$ cat config.mk
export PLATFORM = sky130hd
export DESIGN_NAME = hazard_scoreboard_unit
export DESIGN_NICKNAME = d
export VERILOG_FILES = /design/src/rtl/pipeline_pkg.sv /design/src/rtl/hazard_scoreboard_unit_mdu_scoreboard.sv /design/src/rtl/hazard_scoreboard_unit.sv
export SDC_FILE = /design/constraint.sdc
export NUM_CORES = 1
export LEC_CHECK = 0
export CAP_MARGIN = 20
export CELL_PAD_IN_SITES_DETAIL_PLACEMENT = 0
export CELL_PAD_IN_SITES_GLOBAL_PLACEMENT = 2
export CORE_ASPECT_RATIO = 0.7
export CORE_UTILIZATION = 32
export DETAILED_ROUTE_END_ITERATION = 8
export GPL_TIMING_DRIVEN = 0
export PLACE_DENSITY = 0.82
export SYNTH_ARGS = -nofsm -noshare
export SYNTH_HDL_FRONTEND = slang
export SYNTH_HIERARCHICAL = 1
export SYNTH_SLANG_ARGS = --single-unit
export TNS_END_PERCENT = 100
$ cat constraint.sdc
create_clock -name clk -period 3.56 [get_ports clk]
set_input_delay 0.712 -clock clk [delete_from_list [all_inputs] [get_ports clk]]
set_output_delay 0.712 -clock clk [all_outputs]
set_load 0.02 [all_outputs]
$ cat src/rtl/pipeline_pkg.sv
// Shared pipeline constants: register address width, the zero register and
// the EX forwarding-select encodings.
package pipeline_pkg;

  localparam int REG_AW = 5;
  localparam logic [REG_AW-1:0] ZERO_REG = '0;

  typedef enum logic [1:0] {
    FWD_RF  = 2'b00,
    FWD_WB  = 2'b01,
    FWD_MEM = 2'b10
  } fwd_sel_e;

endpackage

$ cat src/rtl/hazard_scoreboard_unit_mdu_scoreboard.sv
// Tracks the single in-flight MDU op: pending-register vector, latency
// countdown, busy/done flags and the captured destination.
module mdu_scoreboard #(
  parameter int REG_AW      = 5,
  parameter int NUM_REGS    = 32,
  parameter int MDU_LATENCY = 4
) (
  input  logic                clk,
  input  logic                rst_n,
  input  logic                issue,
  input  logic [REG_AW-1:0]   dst,
  output logic [NUM_REGS-1:0] pending,
  output logic                busy,
  output logic                done,
  output logic [REG_AW-1:0]   wb_addr
);
  import pipeline_pkg::*;

  // cnt holds the busy cycles still to run, including the current one
  localparam logic [3:0] LOAD = 4'(MDU_LATENCY - 1);

  logic [3:0]          cnt, cnt_nxt;
  logic                busy_nxt;
  logic [NUM_REGS-1:0] pend_nxt;

  always_comb begin
    busy_nxt = busy && !done;
    cnt_nxt  = cnt;
    if (issue) begin
      busy_nxt = 1'b1;
      cnt_nxt  = LOAD;
    end else if (busy && !done) begin
      cnt_nxt = cnt - 4'd1;
    end
  end

  // Retire clears first so a back-to-back issue to another register sticks
  always_comb begin
    pend_nxt = pending;
    if (done) pend_nxt[wb_addr] = 1'b0;
    if (issue && dst != REG_AW'(ZERO_REG)) pend_nxt[dst] = 1'b1;
  end

  always_ff @(posedge clk or negedge rst_n) begin
    if (!rst_n) begin
      pending <= '0;
      busy    <= 1'b0;
      done    <= 1'b0;
      wb_addr <= '0;
      cnt     <= '0;
    end else begin
      pending <= pend_nxt;
      busy    <= busy_nxt;
      cnt     <= cnt_nxt;
      done    <= busy_nxt && (cnt_nxt == 4'd1);
      if (issue) wb_addr <= dst;
    end
  end

endmodule

$ cat src/rtl/hazard_scoreboard_unit.sv
// Hazard/forwarding controller for the 5-stage pipeline with a one-op MDU
// scoreboard and a saturating stall-cycle counter.
module hazard_scoreboard_unit #(
  parameter int REG_AW      = 5,
  parameter int NUM_REGS    = 32,
  parameter int MDU_LATENCY = 4,
  parameter int CNT_W       = 32
) (
  input  logic              clk,
  input  logic              rst_n,
  input  logic [REG_AW-1:0] rs_dec,
  input  logic [REG_AW-1:0] rt_dec,
  input  logic              use_rs_dec,
  input  logic              use_rt_dec,
  input  logic              branch_dec,
  input  logic              mdu_start_dec,
  input  logic [REG_AW-1:0] mdu_dst_dec,
  input  logic              flush_dec,
  input  logic [REG_AW-1:0] rs_exe,
  input  logic [REG_AW-1:0] rt_exe,
  input  logic [REG_AW-1:0] regaddr_exe,
  input  logic              regwrite_exe,
  input  logic              memtoreg_exe,
  input  logic [REG_AW-1:0] regaddr_mem,
  input  logic              regwrite_mem,
  input  logic              memtoreg_mem,
  input  logic [REG_AW-1:0] regaddr_wb,
  input  logic              regwrite_wb,
  output logic              stall_pc,
  output logic              stall_decode,
  output logic              flush_exe,
  output logic              forwardA_decode,
  output logic              forwardB_decode,
  output logic [1:0]        forwardA_exe,
  output logic [1:0]        forwardB_exe,
  output logic              mdu_busy,
  output logic              mdu_done,
  output logic [REG_AW-1:0] mdu_wb_addr,
  output logic [CNT_W-1:0]  stall_count
);
  import pipeline_pkg::*;

  logic [NUM_REGS-1:0] pending;
  logic lwstall, branchstall, sbstall, stall, issue;
  logic exe_nz, mem_nz;

  function automatic fwd_sel_e fwd_exe(input logic [REG_AW-1:0] src,
                                       input logic [REG_AW-1:0] mem_a, input logic mem_w,
                                       input logic [REG_AW-1:0] wb_a,  input logic wb_w);
    if (src != REG_AW'(ZERO_REG) && src == mem_a && mem_w) return FWD_MEM;
    if (src != REG_AW'(ZERO_REG) && src == wb_a && wb_w)   return FWD_WB;
    return FWD_RF;
  endfunction

  assign forwardA_exe = fwd_exe(rs_exe, regaddr_mem, regwrite_mem, regaddr_wb, regwrite_wb);
  assign forwardB_exe = fwd_exe(rt_exe, regaddr_mem, regwrite_mem, regaddr_wb, regwrite_wb);

  assign forwardA_decode = (rs_dec != REG_AW'(ZERO_REG)) && (rs_dec == regaddr_mem) && regwrite_mem;
  assign forwardB_decode = (rt_dec != REG_AW'(ZERO_REG)) && (rt_dec == regaddr_mem) && regwrite_mem;

  assign exe_nz = regaddr_exe != REG_AW'(ZERO_REG);
  assign mem_nz = regaddr_mem != REG_AW'(ZERO_REG);

  assign lwstall = memtoreg_exe && exe_nz &&
                   ((use_rs_dec && rs_dec == regaddr_exe) || (use_rt_dec && rt_dec == regaddr_exe));

  // Branch compares in ID, so an EX producer or a MEM load can't be forwarded yet
  assign branchstall = branch_dec &&
    ((regwrite_exe && exe_nz && (rs_dec == regaddr_exe || rt_dec == regaddr_exe)) ||
     (memtoreg_mem && mem_nz && (rs_dec == regaddr_mem || rt_dec == regaddr_mem)));

  assign sbstall = (use_rs_dec && pending[rs_dec]) ||
                   (use_rt_dec && pending[rt_dec]) ||
                   (mdu_start_dec && pending[mdu_dst_dec]) ||
                   (mdu_start_dec && mdu_busy && !mdu_done);

  assign stall        = lwstall | branchstall | sbstall;
  assign stall_pc     = stall;
  assign stall_decode = stall;
  assign flush_exe    = stall;
  assign issue        = mdu_start_dec && !stall && !flush_dec;

  mdu_scoreboard #(
    .REG_AW      (REG_AW),
    .NUM_REGS    (NUM_REGS),
    .MDU_LATENCY (MDU_LATENCY)
  ) u_sb (
    .clk     (clk),
    .rst_n   (rst_n),
    .issue   (issue),
    .dst     (mdu_dst_dec),
    .pending (pending),
    .busy    (mdu_busy),
    .done    (mdu_done),
    .wb_addr (mdu_wb_addr)
  );

  always_ff @(posedge clk or negedge rst_n) begin
    if (!rst_n) stall_count <= '0;
    else if (stall && stall_count != '1) stall_count <= stall_count + CNT_W'(1);
  end

endmodule

Yosys cells after proc, flatten, opt, wreduce, memory -nomap -nowiden
Index checks and enable logic that the tools add are counted.
- bits in registers: 75
- output and inout port bits: 48
- logic and storage cells: 109
- input port bits: 52
- reductions and logical operators: 51
- eq/ne operators: 10
- multiplexer cells: 29
- $add $sub $neg: 2
- $lt $le $gt $ge: 6
- bitwise logic cells: 5
- operators by type and width (operator ; count):
    $mux 32 ; 2
    $eq 5x5->1 ; 8
    $reduce_bool 5->1 ; 7
    $logic_and 1x1->1 ; 34
    $add 32x1->32 const B ; 1
    $and 32x32->32 ; 1
    $ne 32x32->1 const B ; 1
    $not 32->32 ; 1
    $or 32x32->32 ; 1
    $lt 5x6->1 const B ; 4
    $mux 2 ; 8
    $bmux 1 s5 ; 3
    $mux 1 ; 12
    $demux 1 s5 ; 2
    $ge 5x1->1 const B ; 2
    $mux 4 ; 2
    $logic_or 1x1->1 ; 7
    $eq 4x1->1 const B ; 1
    $sub 4x1->4 const B ; 1
    $logic_not 1->1 ; 3
    $or 1x1->1 ; 2

Logic depth before layout (Yosys ltp)
Gate-level depths: netlist (run 1).
- depth after elaboration: 13
- gate-level depth with buffers: 14
- mapped depth without buffers: 11

Modules after synthesis
Netlist (run 1), hierarchy kept.
- modules (own cells, without submodules) (module ; cells each ; times used ; area an instance (um^2) ; seq. area each (um^2)):
    hazard_scoreboard_unit ; 337 ; 1 ; 3143.0 ; 800.8
    mdu_scoreboard ; 165 ; 1 ; 1788.0 ; 1076.0

Worst setup path after synthesis (run 1)
Ideal clock, no wire load.
- path type: input to register
- from: input rt_dec[2]
- to: register u_sb.wb_addr[3]
- cell stages on the path: 13
- slack: -0.067 ns
- path buffers: 4
- library setup time: 0.125 ns
- required time: 3.435 ns
- arrival time: 3.502 ns
- path through: clkbuf_1 -> mux4_2 -> a32o_1 -> or4_1 -> nand3_1 -> o21ai_1 -> nor3_4 -> buf_4 -> inv_1 -> nor3b_1 -> buf_2 -> buf_2 -> mux2_2
- word-level cells in the longest chain between the ends: 10
- elaborated cells between the ends (all ways): 22
- those cells by class: eq/ne: 2; mux: 2; bitwise: 2; reduce/logical: 16
- ends and longest elaborated chain (item ; line ; source):
    from (decl) ; hazard_scoreboard_unit.sv:12 ; input logic [REG_AW-1:0] rt_dec,
    $bmux 1 s5 (tied with other cells) ; hazard_scoreboard_unit.sv:73 ; (use_rt_dec && pending[rt_dec]) ||
    $mux 1 (implied by the code) (tied with other cells) ; hazard_scoreboard_unit.sv:73 ;
    $logic_and 1x1->1 (on tied branches) ; hazard_scoreboard_unit.sv:73, hazard_scoreboard_unit.sv:69, hazard_scoreboard_unit.sv:70 ;
    $logic_or 1x1->1 (on tied branches) ; hazard_scoreboard_unit.sv:72, hazard_scoreboard_unit.sv:69 ;
    $logic_or 1x1->1 or $logic_and 1x1->1 (tied branches) ; hazard_scoreboard_unit.sv:73, hazard_scoreboard_unit.sv:68 ;
    $logic_or 1x1->1 or $or 1x1->1 (tied branches) ; hazard_scoreboard_unit.sv:74, hazard_scoreboard_unit.sv:77 ;
    $or 1x1->1 * ; hazard_scoreboard_unit.sv:77 ; assign stall = lwstall | branchstall | sbstall;
    named net flush_exe ; hazard_scoreboard_unit.sv:31 ; output logic flush_exe,
    $logic_not 1->1 * ; hazard_scoreboard_unit.sv:81 ; assign issue = mdu_start_dec && !stall && !flush_dec;
    $logic_and 1x1->1 * (2 in a row) ; hazard_scoreboard_unit.sv:81 ;
    named net issue ; hazard_scoreboard_unit.sv:44 ; logic lwstall, branchstall, sbstall, stall, issue;
    to (signal assigned) ; hazard_scoreboard_unit_mdu_scoreboard.sv:56 ; if (issue) wb_addr <= dst;
    to (decl) ; hazard_scoreboard_unit_mdu_scoreboard.sv:15 ; output logic [REG_AW-1:0] wb_addr
Mark *: on every way through the listed nets, which the timed path passes. The rest lies on a longest branch. The select of a mux whose other input is x is not followed.
A chain may end at the register's enable or synchronous reset.

Worst setup path after layout (run 1)
- from: input rt_dec[1]
- to: output stall_decode
- word-level cells in the longest chain between the ends: 7
- elaborated cells between the ends (all ways): 19
- those cells by class: eq/ne: 2; mux: 2; bitwise: 2; reduce/logical: 13
- ends and longest elaborated chain (item ; line ; source):
    $bmux 1 s5 (tied with other cells) ; hazard_scoreboard_unit.sv:73 ;
    $mux 1 (implied by the code) (tied with other cells) ; hazard_scoreboard_unit.sv:73 ;
    $logic_and 1x1->1 (on tied branches) ; hazard_scoreboard_unit.sv:73, hazard_scoreboard_unit.sv:69, hazard_scoreboard_unit.sv:70 ;
    $logic_or 1x1->1 (on tied branches) ; hazard_scoreboard_unit.sv:72, hazard_scoreboard_unit.sv:69 ;
    $logic_or 1x1->1 or $logic_and 1x1->1 (tied branches) ; hazard_scoreboard_unit.sv:73, hazard_scoreboard_unit.sv:68 ;
    $logic_or 1x1->1 or $or 1x1->1 (tied branches) ; hazard_scoreboard_unit.sv:74, hazard_scoreboard_unit.sv:77 ;
    $or 1x1->1 * ; hazard_scoreboard_unit.sv:77 ;
    to (decl) ; hazard_scoreboard_unit.sv:30 ; output logic stall_decode,
Mark *: on every way between the ends. The rest lies on a longest branch, timed or not. The select of a mux whose other input is x is not followed.

==> results of run 1 <==
## cell type report
type / count / area [um^2] / share of cell area [%]
multi-input cells: 390 / 2940 / 44.6
flip-flops and latches: 75 / 1880 / 28.4
repair buffers: 100 / 976 / 14.8
well taps: 195 / 244 / 3.70
clock buffers: 10 / 229 / 3.47
plain buffers: 30 / 205 / 3.11
clock inverters: 6 / 96.3 / 1.46
inverters: 7 / 30.0 / 0.455
## synth_stat cells, types with 13 or more instances
cell	number
sky130_fd_sc_hd__clkbuf_1	14
sky130_fd_sc_hd__dfrtp_1	75
sky130_fd_sc_hd__mux2i_1	20
sky130_fd_sc_hd__mux4_2	14
sky130_fd_sc_hd__nand2_1	27
sky130_fd_sc_hd__nand3_1	29
sky130_fd_sc_hd__nand4_1	15
sky130_fd_sc_hd__nor2_1	16
sky130_fd_sc_hd__nor3_1	13
sky130_fd_sc_hd__nor4_1	16
sky130_fd_sc_hd__o21ai_0	65
sky130_fd_sc_hd__xnor2_1	34
sky130_fd_sc_hd__xor2_1	36
## kinds of logic (layout without fill, tap and decap cells)
kind of cell	after synthesis	count (layout)	share of synthesized area, %
DFF	75	75	38.1
muxes	45	45	13.1
adders and majority gates	2	2	0.507
and+or+nand+nor	181	181	21.3
AOI/OAI and AO/OA	92	92	11.0
xor gates and xnor gates	70	70	12.4
buffers and inverters	37	153	3.55
## cells in the final DEF (no fill, tap or decap), types with 3 or more instances in the layout
master | synthesis | layout
sky130_fd_sc_hd__o21ai_1 | 1 | 6
sky130_fd_sc_hd__clkbuf_1 | 14 | 11
sky130_fd_sc_hd__and4_1 | 3 | 3
sky130_fd_sc_hd__xnor2_1 | 34 | 34
sky130_fd_sc_hd__dfrtp_1 | 75 | 75
sky130_fd_sc_hd__nand3b_1 | 11 | 11
sky130_fd_sc_hd__buf_6 | 2 | 10
sky130_fd_sc_hd__or3_1 | 7 | 7
sky130_fd_sc_hd__nand2_1 | 27 | 27
sky130_fd_sc_hd__mux2i_1 | 20 | 20
sky130_fd_sc_hd__buf_1 | 3 | 3
sky130_fd_sc_hd__mux2_4 | 2 | 3
sky130_fd_sc_hd__buf_2 | 8 | 3
sky130_fd_sc_hd__nor3_1 | 13 | 13
sky130_fd_sc_hd__nor2b_1 | 9 | 8
sky130_fd_sc_hd__dlygate4sd2_1 | 0 | 4
sky130_fd_sc_hd__nor4_1 | 16 | 16
sky130_fd_sc_hd__nand4_1 | 15 | 15
sky130_fd_sc_hd__clkbuf_2 | 0 | 4
sky130_fd_sc_hd__nand3_1 | 29 | 27
sky130_fd_sc_hd__nor2_1 | 16 | 15
sky130_fd_sc_hd__nand2b_1 | 5 | 5
sky130_fd_sc_hd__and3_1 | 6 | 6
sky130_fd_sc_hd__o21ai_0 | 65 | 59
sky130_fd_sc_hd__clkbuf_16 | 0 | 9
sky130_fd_sc_hd__clkdlybuf4s50_1 | 0 | 73
sky130_fd_sc_hd__inv_1 | 7 | 6
sky130_fd_sc_hd__mux4_2 | 14 | 14
sky130_fd_sc_hd__nor4b_1 | 6 | 6
sky130_fd_sc_hd__buf_4 | 3 | 17
sky130_fd_sc_hd__xor2_1 | 36 | 36
sky130_fd_sc_hd__mux2_2 | 9 | 8
sky130_fd_sc_hd__or3b_2 | 4 | 4
## critical path: stages
cell                         delay [ps]
sky130_fd_sc_hd__buf_12              90
sky130_fd_sc_hd__mux4_2             500
sky130_fd_sc_hd__and3b_1            190
sky130_fd_sc_hd__or4_4              500
sky130_fd_sc_hd__nand3_4             80
sky130_fd_sc_hd__o21ai_4             70
sky130_fd_sc_hd__nor3_4             160
sky130_fd_sc_hd__buf_6              160
sky130_fd_sc_hd__clkinvlp_4         110
sky130_fd_sc_hd__buf_6              120
sky130_fd_sc_hd__buf_6              120
## power by group through the flow
stage	clock (mW)	combinational [mW]	sequential, mW
global route	1.06	1.44	1.44
detailed placement	0	1.28	1.40
finish	1.01	1.32	1.40
floorplan	0	0.678	1.42
global placement	0	1.26	1.39
CTS	1.02	1.30	1.39
## repair_timing
action / 4_1_cts / 5_1_grt
endpoints found under the setup margin: 48 / 49
hold endpoints to repair: 0 / 0
setup buffers: 5 / 7
pin swaps: 1 / 2
resized for setup: 37 / 30
## flip-flops by register name (all words and copies together) (netlist names)
signal and flops:
stall_count 32, u_sb/pending 32, u_sb/wb_addr 5, u_sb/cnt 4, u_sb/busy 1, u_sb/done 1
## layer usage
metal | track usage [%] | vias up | share of wire (%)
met5 | 0 | - | 0
met4 | 4.33 | 0 | 0.48
met3 | 3.46 | 8 | 7.8
met2 | 28.5 | 190 | 42
met1 | 30.9 | 2267 | 50
li1 | - | 2102 | -
## path summary, 6_finish.rpt
kind	start	end	cells past startpoint
min in group clk	stall_count[5]$_DFFE_PN0P_	stall_count[5]$_DFFE_PN0P_	1
worst max register to register	u_sb/pending[14]$_DFF_PN0_	u_sb/pending[9]$_DFF_PN0_	14
max in group asynchronous	rst_n	u_sb/pending[17]$_DFF_PN0_	2
worst min register to register	stall_count[5]$_DFFE_PN0P_	stall_count[5]$_DFFE_PN0P_	1
worst min-delay path	rst_n	stall_count[30]$_DFFE_PN0P_	1
worst max-delay path	rt_dec[1]	stall_decode	11
==> results.yml, run 1 <==
yosys:
  ys_async_sr_fraction_pct: 100
  yosysSeqAreaShare_pct: 38.1
  synth_top_cell_by_area: "sky130_fd_sc_hd__dfrtp_1"
  synth.area.top_cells: "sky130_fd_sc_hd__dfrtp_1 (38%), sky130_fd_sc_hd__o21ai_0 (6.6%), sky130_fd_sc_hd__mux4_2 (6.4%), sky130_fd_sc_hd__xor2_1 (6.4%), sky130_fd_sc_hd__xnor2_1 (6.0%)"
  synthesis.nets: 556
  netlist_area_before_placement_um2: 4930
  yosys_warnings: 6
  synth_cells: 502
  synth_top_area_share_pct: 38.1
  ys_seq_elements: 75
  syn-mean-instance-area_um2: 9.82
  synth.distinct_cells: 57
  main_synth_ff_type: "sky130_fd_sc_hd__dfrtp_1"
  synth_edf_count: 0
timing:
  slew_headroom_pct: 48.7
  maxSlewViolCount: 0
  share_of_the_clock_period_used_by_the_worst_path_pct: 98.9
  period_needed_ps: 3520
  finalSetupViolCount: 0
  timing.fmax_mhz: 284
  worst_hold_margin_ps: 219
  grt_setup_unrepaired: "yes"
  timing.final.hold_violations: 0
  worst_slew_pin_slew_ps: 766
  fin_skew_ps: 9.70
  setup_tns_ps: 0
  post_route_worst_setup_slack_ps: 39.1
die:
  core_region_area_um2: 14900
  floorplan.die.width_um: 150
  io_pins: 100
  die_height_um: 106
  row_count: 37
  initial_utilization_pct: 33.2
  dieArea_um2: 15900
detailed_routing:
  drt-wirelength-per-cell_um: 19.3
  drt.antenna.violating_nets: 0
  violation_count_after_the_first_detailed_route_iteration: 510
  routed_wl_mm: 15.7
  pre_repair_dr_iteration_count: 5
  post_route_drc: 0
  avgViaCountPerCell: 5.62
  route.vias.total: 4567
cells_and_area:
  antenna-diode-count: 0
  finish.cell_count_without_fillers: 813
  area_delta_synth_final_pct: 33.9
  post-route-util_pct: 44.4
  net_count_final: 667
  drive_gt1_share_pct: 15.5
  fill_cells: 1414
  postLayoutCellArea_um2: 6600
placement:
  io_buffers: 87
  place_hpwl_mm: 11.3
  gp_congestion: 0.831
  post_dp_area_um2: 6120
  dp_slack_ps: -1230
  numPlacedInstances: 785
power_and_ir_drop:
  leakage_nw: 2.48
  power.ir.vdd_worst_v: 0.000350
  p_int_mw: 2.37
  switching_share_pct: 36.4
  total_switching_power_mw: 1.36
  p_seq_share_pct: 37.6
  comb_power_share_pct: 35.4
  total_power_mw: 3.73
  power_frac_clock_pct: 27.0
  p_per_area_nw_per_um2: 565
clocking:
  max-clock-path-buffers: 2
  clock_sinks: 75
  clk-insertion-delay-late_ps: 330
  cts_buffers: 9
  cts_hold_buf: 0
  cts_root_buffer: "sky130_fd_sc_hd__clkbuf_16"
  tritoncts: "built"
  clk_transition_reported_paths_ps: 60
  h-tree-depth: 3
worst_setup_path:
  worst_ep_required_time_ps: 2850
  critical_path_source_type: "primary input"
  reg2reg_slack_ps: 240
  worst_setup_path_end_kind: "output pin"
  crit_path_max_fanout: 5
  critical_path_class: "in -> out"
  critPathArrivalTime_ps: 2810
global_route:
  first_pass_grt_wire_length_mm: 24.6
  grt_max_degree: 65
  grt_usage_pct: 20.0
  grt_pass1_vias: 4479
  gr_overflow_total: 0
  antenna_found_initial: 0
job:
  maxCapViolations: 0
status:
  status: "completed"
worst_hold_path:
  worst_hold_path_type: "in -> async"
(Power assumes the default switching activity.)
==> run 2: changes to the inputs <==
CORE_UTILIZATION = 33   (was 32)
PLACE_DENSITY = 0.84   (was 0.82)
SYNTH_HIERARCHICAL = unset   (was 1)
==> run 2 against run 1 <==
  * Critical endpoint unchanged
  * Register-to-register slack gained 130 ps
  * The flow now finishes with violations (negative setup slack)
  * Sequential power is 9% higher
  * Largest power group is now combinational logic
  * Synthesized area rose by 0.86%
  * Sequential share of layout area fell by 0.11 points
  * Power increased by 11%
==> results.yml, run 2 <==
cells_and_area:
  finish.cell_count_without_fillers: 810
  drive_gt1_share_pct: 15.6
  post-route-util_pct: 45.0
  seqCellArea_um2: 1880
  final_common_cell: "sky130_fd_sc_hd__dfrtp_1"
  multi_input_comb_area_um2: 2910
  antenna-diode-count: 0
  most-common-layout-cells: "sky130_fd_sc_hd__dfrtp_1 (75), sky130_fd_sc_hd__clkdlybuf4s50_1 (74), sky130_fd_sc_hd__xor2_1 (44), sky130_fd_sc_hd__o21ai_0 (32), sky130_fd_sc_hd__o31ai_1 (32)"
  net_count_final: 664
  reg.largest.list: "stall_count: 32 flops, u_sb.pending: 32 flops, u_sb.wb_addr: 5 flops"
  fill_cells: 1400
  area_delta_synth_final_pct: 33.2
worst_setup_path:
  cp_slowest_stage_delay_ps: 490
  critical-path-top-delay-family: "compound AO/OA/AOI/OAI gates"
  crit_path_max_fanout: 6
  critical_path_source_type: "primary input"
  r2r-start: "u_sb.pending[31]$_DFF_PN0_"
  slowest_stage: "sky130_fd_sc_hd__mux4_2"
  path_common_cell: "sky130_fd_sc_hd__buf_6"
  cp_num_buf_inv: 4
  critPathArrivalTime_ps: 2860
  critical_path_class: "in -> out"
  path_cells: "buf_12, mux4_2, nor2b_4, a31oi_1, nand4_1, a2111oi_4, o211a_4, inv_4, buf_6, buf_6"
  worst_ep_required_time_ps: 2850
  worst_setup_path_end_kind: "output pin"
  worstSetupStartpoint: "mdu_dst_dec[0]"
clocking:
  cts_root_buffer: "sky130_fd_sc_hd__clkbuf_16"
  clk-insertion-delay-late_ps: 340
  clock_sinks: 75
  cts_hold_buf: 0
  cts_buffers: 9
  max-clock-path-buffers: 2
  clk_transition_reported_paths_ps: 60
  h-tree-depth: 3
  tritoncts: "built"
detailed_routing:
  drt.antenna.violating_nets: 0
  route.vias.total: 4442
  route.met2.wl_mm: 6.26
  violation_count_after_the_first_detailed_route_iteration: 318
  drt-wirelength-per-cell_um: 19.2
  pre_repair_dr_iteration_count: 5
  avgViaCountPerCell: 5.48
  post_route_drc: 0
  topRoutingLayerUsed: "met4"
  routed_wl_mm: 15.6
  detail_route.wirelength.met1_mm: 8.00
  met3RoutedLength_mm: 1.17
placement:
  io_buffers: 83
  numPlacedInstances: 780
  gp_congestion: 0.829
  dp_slack_ps: -1140
  place_hpwl_mm: 11.3
die:
  floorplan.die.width_um: 149
  core_region_area_um2: 14700
  io_pins: 100
  row_count: 37
  die_height_um: 105
  initial_utilization_pct: 33.8
  dieArea_um2: 15600
yosys:
  synth_top_cell_by_area: "sky130_fd_sc_hd__dfrtp_1"
  ys_async_sr_fraction_pct: 100
  main_synth_ff_type: "sky130_fd_sc_hd__dfrtp_1"
  syn-mean-instance-area_um2: 9.93
  synth_common_cells: "sky130_fd_sc_hd__dfrtp_1 (75), sky130_fd_sc_hd__xor2_1 (44), sky130_fd_sc_hd__o21ai_0 (33), sky130_fd_sc_hd__o31ai_1 (32)"
  synth_top_area_share_pct: 37.7
  count_leader_synth: "sky130_fd_sc_hd__dfrtp_1"
  synth.distinct_cells: 50
  netlist_area_before_placement_um2: 4970
  synthesis.nets: 555
  synth.area.top_cells: "sky130_fd_sc_hd__dfrtp_1 (38%), sky130_fd_sc_hd__xor2_1 (7.7%), sky130_fd_sc_hd__mux4_2 (7.2%), sky130_fd_sc_hd__xnor2_1 (5.3%), sky130_fd_sc_hd__o31ai_1 (4.8%)"
  synth_cells: 501
  synth_edf_count: 0
  ys_seq_elements: 75
  yosysSeqAreaShare_pct: 37.7
  yosys_warnings: 0
timing:
  fin_skew_ps: 7.20
  share_of_the_clock_period_used_by_the_worst_path_pct: 100
  finalSetupViolCount: 2
  grt_setup_unrepaired: "yes"
  timing.fmax_mhz: 280
  maxSlewViolCount: 0
  timing.final.hold_violations: 0
  period_needed_ps: 3570
  post_route_worst_setup_slack_ps: -12.9
  worst_slew_pin_slew_ps: 608
  worst_hold_margin_ps: 198
  slew_headroom_pct: 59.5
status:
  status: "complete, but fails checks"
  failed_checks: "negative setup slack"
power_and_ir_drop:
  leakage_nw: 2.44
  p_per_area_nw_per_um2: 625
  power.ir.vdd_worst_v: 0.000363
global_route:
  grt_pass1_vias: 4429
  grt_max_degree: 69
  gr_overflow_total: 0
  antenna_found_initial: 0
  first_pass_grt_wire_length_mm: 24.8
  grt_usage_pct: 20.8
job:
  maxCapViolations: 0
worst_hold_path:
  worst_hold_path_type: "in -> async"
==> run 2: cells by family after synthesis <==
kind of cell / share of synthesized area, %
AO/OA/AOI/OAI: 11.9
XOR/XNOR: 13.0
adder cells (fa/ha/maj): 0.503
buffers and inverters: 4.53
flip-flops: 37.7
multiplexers: 12.6
AND/OR/NAND/NOR: 19.7
==> run 2: repair_timing <==
| action | CTS | global route |
|---|---|---|
| endpoints found under the hold margin | 0 | 0 |
| gates resized for setup | 38 | 19 |
| pin swaps | 5 | 4 |
| buffers inserted | 12 | 3 |
| endpoints found under the setup margin | 5 | 3 |
| gates cloned | 1 | 0 |
==> run 2: final timing paths <==
check,end,depth (start not counted),slack [ps]
setup / recovery,stall_decode,10,-10
hold / removal,stall_count[10]$_DFFE_PN0P_,1,200
setup reg to reg,u_sb.pending[6]$_DFF_PN0_,10,370
hold reg to reg,stall_count[8]$_DFFE_PN0P_,1,490
max in group asynchronous,u_sb.pending[14]$_DFF_PN0_,2,2790
min in group clk,stall_count[8]$_DFFE_PN0P_,1,490
==> run 2: metal layers <==
metal | GRT usage [%] | vias up
met5 | 0 | -
met4 | 4.81 | 0
met3 | 5.72 | 15
met2 | 27.8 | 152
met1 | 32.5 | 2183
li1 | - | 2092
==> run 2: worst register-to-register path, cell delays in order (launching register included) <==
cell and delay, ps:
sky130_fd_sc_hd__dfrtp_1 450, sky130_fd_sc_hd__mux4_2 490, sky130_fd_sc_hd__nor2b_4 130, sky130_fd_sc_hd__a31oi_1 160, sky130_fd_sc_hd__nand4_1 280, sky130_fd_sc_hd__a2111oi_4 460
sky130_fd_sc_hd__o211a_4 250, sky130_fd_sc_hd__buf_4 150, sky130_fd_sc_hd__nand3b_4 140, sky130_fd_sc_hd__buf_2 240, sky130_fd_sc_hd__o31ai_1 310
==> run 2: power breakdown <==
group,switching (mW),leakage (nW),internal (mW)
logic,0.770,1.49,0.785
registers,0.402,0.780,1.13
clock network,0.369,0.167,0.688
total,1.54,2.44,2.60
==> run 2: cell type report <==
cell class                      count  share of cell area, %
Clock inverter                      6                   1.70
Sequential cell                    75                   28.3
Inverter                            7                  0.434
Multi-Input combinational cell    377                   44.0
Timing Repair Buffer              100                   14.6
Clock buffer                       10                   3.46
Buffer                             40                   3.81
Tap cell                          195                   3.68
==> run 2: metrics by stage <==
step | area (um^2) | TNS, ps | total power [mW]
after floorplan | 4980 | 0 | 2.36
after global placement | 6050 | -80410 | 2.99
after detailed placement | 6080 | -10150 | 3.04
after CTS | 6560 | -93.7 | 4.13
after global routing | 6630 | -247 | 4.38
final | 6630 | -23.5 | 4.14
